===== config.mk =====
export PLATFORM = sky130hd
export DESIGN_NAME = operand_issue_ctrl
export DESIGN_NICKNAME = d
export VERILOG_FILES = /design/src/rtl/operand_issue_ctrl.sv
export SDC_FILE = /design/constraint.sdc
export NUM_CORES = 1
export LEC_CHECK = 0
export CAP_MARGIN = 20
export CORE_MARGIN = 4
export CORE_UTILIZATION = 47
export DETAILED_ROUTE_END_ITERATION = 8
export HOLD_SLACK_MARGIN = 0.02
export PLACE_DENSITY = 0.95
export SLEW_MARGIN = 20
export SYNTH_ARGS = -nofsm -noshare
export SYNTH_HDL_FRONTEND = slang
export SYNTH_SLANG_ARGS = --single-unit

===== constraint.sdc =====
create_clock -name clk -period 3 [get_ports clk]
set_input_delay 0.6 -clock clk [delete_from_list [all_inputs] [get_ports clk]]
set_output_delay 0.6 -clock clk [all_outputs]
set_load 0.05 [all_outputs]

===== src/rtl/operand_issue_ctrl.sv =====
// Execute-stage operand B sequencer: captures one decoded op per handshake,
// holds operand B for a fixed number of execute cycles or pulses a PC load.
module operand_issue_ctrl #(
    parameter int DATA_W      = 32,
    parameter int IMM_W       = 17,
    parameter int PCOFF_W     = 12,
    parameter int EXEC_CYCLES = 2
) (
    input  logic               clk,
    input  logic               rst,
    input  logic               in_valid,
    output logic               in_ready,
    input  logic [DATA_W-1:0]  in_regB,
    input  logic [IMM_W-1:0]   in_imm,
    input  logic               in_imme_en,
    input  logic               in_branch,
    input  logic               stall,
    input  logic               flush,
    output logic [DATA_W-1:0]  alu_opB,
    output logic               alu_valid,
    output logic [DATA_W-1:0]  dmem_wdata,
    output logic               pc_load,
    output logic [PCOFF_W-1:0] pc_offset,
    output logic               busy
);

    localparam logic [1:0] IDLE   = 2'd0;
    localparam logic [1:0] EXEC   = 2'd1;
    localparam logic [1:0] BRANCH = 2'd2;

    localparam logic [3:0] LAST = 4'(EXEC_CYCLES - 1);

    logic [1:0]        state;
    logic [3:0]        counter;
    logic [DATA_W-1:0] imm_sext;
    logic              accept;

    assign imm_sext  = {{(DATA_W-IMM_W){in_imm[IMM_W-1]}}, in_imm};
    assign in_ready  = (state == IDLE) & ~flush;
    assign accept    = in_valid & in_ready;

    // Handshake flags decode straight from the state register.
    assign alu_valid = (state == EXEC);
    assign pc_load   = (state == BRANCH);
    assign busy      = (state != IDLE);

    always_ff @(posedge clk) begin
        if (rst) begin
            state      <= IDLE;
            counter    <= '0;
            alu_opB    <= '0;
            dmem_wdata <= '0;
            pc_offset  <= '0;
        end else if (flush) begin
            state   <= IDLE;
            counter <= '0;
        end else begin
            unique case (1'b1)
                (state == IDLE): begin
                    if (accept) begin
                        if (in_branch) begin
                            pc_offset <= in_imm[PCOFF_W-1:0];
                            state     <= BRANCH;
                        end else begin
                            alu_opB    <= in_imme_en ? imm_sext : in_regB;
                            dmem_wdata <= in_regB;
                            counter    <= '0;
                            state      <= EXEC;
                        end
                    end
                end
                (state == EXEC): begin
                    if (!stall) begin
                        counter <= counter + 4'd1;
                        if (counter == LAST) begin
                            state <= IDLE;
                        end
                    end
                end
                (state == BRANCH): begin
                    state <= IDLE;
                end
                default: begin
                    state   <= IDLE;
                    counter <= '0;
                end
            endcase
        end
    end

endmodule


# Word level (Yosys, flattened, before mapping)
# Cells that the tools add are included.
# op_classes
n_shift,0
mul,0
bitwise_logic,5
order_cmp,0
div_mod_pow,0
n_addsub,1
n_mux,10
reduce_logical,7
eq_ne,7
# op_table
op,n
$mux 32,1
$mux 4,3
$pmux 4 s3,1
$reduce_and 4->1,3
$mux 2,4
$ne 2x2->1 const B,3
$add 4x1->4 const B,1
$eq 4x1->1 const B,1
$pmux 2 s2,1
$not 1->1,3
$reduce_and 3->1,1
$and 1x1->1,2
$eq 2x1->1 const B,1
$eq 2x2->1 const B,1
$logic_not 2->1,1
$ne 2x1->1 const B,1
$reduce_bool 2->1,1
$reduce_or 2->1,1
# totals
rom_bits,0
mem_count,0
latchBits,0
ramBits,0
reg_bits,82
output_inout_bits,80

# Depth between registers and ports, before layout
# logic_depth
word_depth,5
ltp_mapped,7
mapped_depth_nobuf,5

# Worst setup path after synthesis
# Ideal clock, no wire load.
# synth_timing
path_kind,in2out
start,input flush
end,output in_ready
n_path_buf,2
setup_slack_ps,961
arrival_time_ps,1439
stages,4
cell_sequence,or3_1 -> buf_6 -> clkinv_4 -> buf_2
# synth_via
elab_chain_cells,2
# synth_lines
element,line,text
start: declaration,18,"input logic flush,"
$not 1->1 (no source line),n/a,
$and 1x1->1,39,assign in_ready = (state == IDLE) & ~flush;
end: declaration,12,"output logic in_ready,"
# Every way passes these cells.

# Worst setup path after layout
# layout_timing
start,register state[0]
end,output alu_valid
# layout_via
elab_chain_cells,1
# layout_lines
element,line,text
start: declaration,33,logic [1:0] state;
start signal: assignment,49,state <= IDLE;
start signal: assignment,55,state <= IDLE;
start signal: assignment,63,state <= BRANCH;
$eq 2x1->1,43,assign alu_valid = (state == EXEC);
end: declaration,20,"output logic alu_valid,"
# Every way passes these cells.

==> results.toml <==
[clock_tree]
tritoncts = "yes"
hold_buffers = 0
worstSkewPairLatency_ns = 0.35
cts.sinks = 82
clk_pin_slew_ns = 0.08
cts.repair.resized = 0
cts_buffer_depth = 2
cts_made_buffers = 9
post_cts_buffers = 0
h-tree-depth = 3
cts_root_buffer = "clkbuf_8"

[timing]
tightest_slew_ns = 0.807
grt_setup_unrepaired = "false"
skew_ns = 0.0101
hold_viol_final = 0
post-route-period-util_pct = 92.4
hold_ws_ns = 0.449
fmaxAchievable_mhz = 361
setup_viol = 0
timing.setup.tns_ns = 0
drv_slew = 0
min_period_ns = 2.77
relSlewSlack_pct = 46.2

[yosys]
yosysTopAreaCell = "dfxtp_1"
synth.cell_area_um2 = 3450
synth.net_count = 450
synthTopCellsByArea = "dfxtp_1, a21oi_1, o21ai_0"
synth.distinct_cells = 34
synth_seq_area_share_pct = 47.5
ys_ff_latch = 82
synth.most_common_cell = "dfxtp_1"
syn_area_per_cell_um2 = 8.81
netlist_top_cells_count = "dfxtp_1, a21oi_1, o21ai_0"
synth_edf_count = 0
synth_cells = 392
synthFlopType = "dfxtp_1"
yosys_warnings = 0
synth_top_area_share_pct = 47.5
async_flop_share_pct = 0

[status]
status = "completed"

[route]
postRouteAntennaNets = 0
drt_iter0_drc = 201
routedWlPerCell_um = 18.4
drc_errors = 0
vias = 3623
drtPass1Iterations = 6
avgViaCountPerCell = 5.98
routed_wl_um = 11100

[worst_setup_path]
cp_data_required_time_ns = 2.40
cp-start-kind = "flop"
critPathKind = "flop to output pin"
end_kind = "output pin"
worst_ep_arrival_time_ns = 2.17
crit_path_max_fanout = 9

[grt]
gr-total-overflow = 0
antenna_found_initial = 0
grt_max_degree = 78
gr-usage-all-layers_pct = 25.2
grt_pass1_vias = 3635
grt_pass1_wl_um = 17500

[floorplan]
rows = 30
fp.coreArea_um2 = 6980
dieHeight_um = 93.7
io_pins = 136
initial_core_util_pct = 49.5
dieArea_um2 = 8780
die_w_um = 93.7

[power_and_ir_drop]
p_clk_share_pct = 36.4
finalPower_uw = 2650
p_sw_uw = 770
vdd_ir_drop_max_v = 0.000279
p_int_uw = 1880
power_density_nw_per_um2 = 526
pwr-share-comb_pct = 20.0
pwr-share-seq_pct = 43.6
switching_share_pct = 29.1
p_leak_uw = 0.00171

[min_path]
hold_path.class = "input port to flop"

[place]
hpwl_um = 7490
globalplace.congestion = 0.867
portBuffers = 135
placedCellCount = 590

[final_layout]
syn_to_final_growth_pct = 45.8
fin_util_pct = 72.1
layout-drive-gt1-share_pct = 6.27
nets = 563
finalNonFillerCells = 606
antenna_cells = 0

[job]
drv_cap = 0
## flip-flops by register name (all words and copies together), names as in the netlist
signal and flops:
alu_opB 32, dmem_wdata 32, pc_offset 12, counter 4
state 2
## metrics by stage
stage               area [µm²]  worst slack [ns]
finish                    5040             0.227
global route              5040            0.0767
CTS                       5040             0.230
detailed placement        4790             0.375
global placement          4790             0.466
floorplan                 3450             0.961
## per-layer routing
metal  part of all wire [%]  GRT usage, %
met5                      0             0
met3                    9.9          7.13
met4                    3.1          11.2
met2                     51          42.9
met1                     36          29.2
## critical path, stage by stage, from the launching register on
cell             delay (ns)
dfxtp_1                0.47
nor2b_1                0.46
clkdlybuf4s50_1        0.90
## final cells by class
type | instances | area, µm²
fill | 533 | 1950
multi-input combinational | 264 | 1590
tap | 96 | 120
sequential | 82 | 1640
clock buffer | 9 | 124
clock inverter | 7 | 118
inverter | 4 | 20.0
timing repair buffer | 144 | 1420
## final timing paths
kind,start,to,slack (ns),depth (start not counted)
worst min register to register,dmem_wdata[13],dmem_wdata[13],0.48,2
worst max-delay path,state[0],alu_valid,0.23,2
worst max register to register,state[1],alu_opB[31],0.98,5
worst min-delay path,rst,state[0],0.45,2
## cell families after synthesis
group,synth area share (%)
and+or+nand+nor,13.4
DFF,47.5
adders and majority gates,0.725
muxes,4.64
buffers and inverters,6.67
AOI/OAI and AO/OA,27.0
## layout by cell type (no fill, tap or decap), types with 2 or more instances in the layout
master and count:
inv_1 3, nand2b_1 18, a31oi_1 3, nand2_1 3
dfxtp_1 82, mux2i_1 16, buf_4 9, a311oi_1 17
o21ai_0 48, a211oi_1 16, clkinvlp_4 3, clkbuf_8 9
bufinv_16 3, ha_1 2, nor2b_1 2, a21oi_1 76
nand3_1 45, clkdlybuf4s50_1 133, nor2_1 2
## power groups by stage
stage               clock network, µW  logic (µW)  registers [µW]
floorplan                           0         172            1320
global placement                    0         513            1180
finish                            964         529            1160
detailed placement                  0         524            1180
CTS                               969         528            1150
global route                     1030         558            1160
No activity file was read; power rests on OpenSTA's default activity.
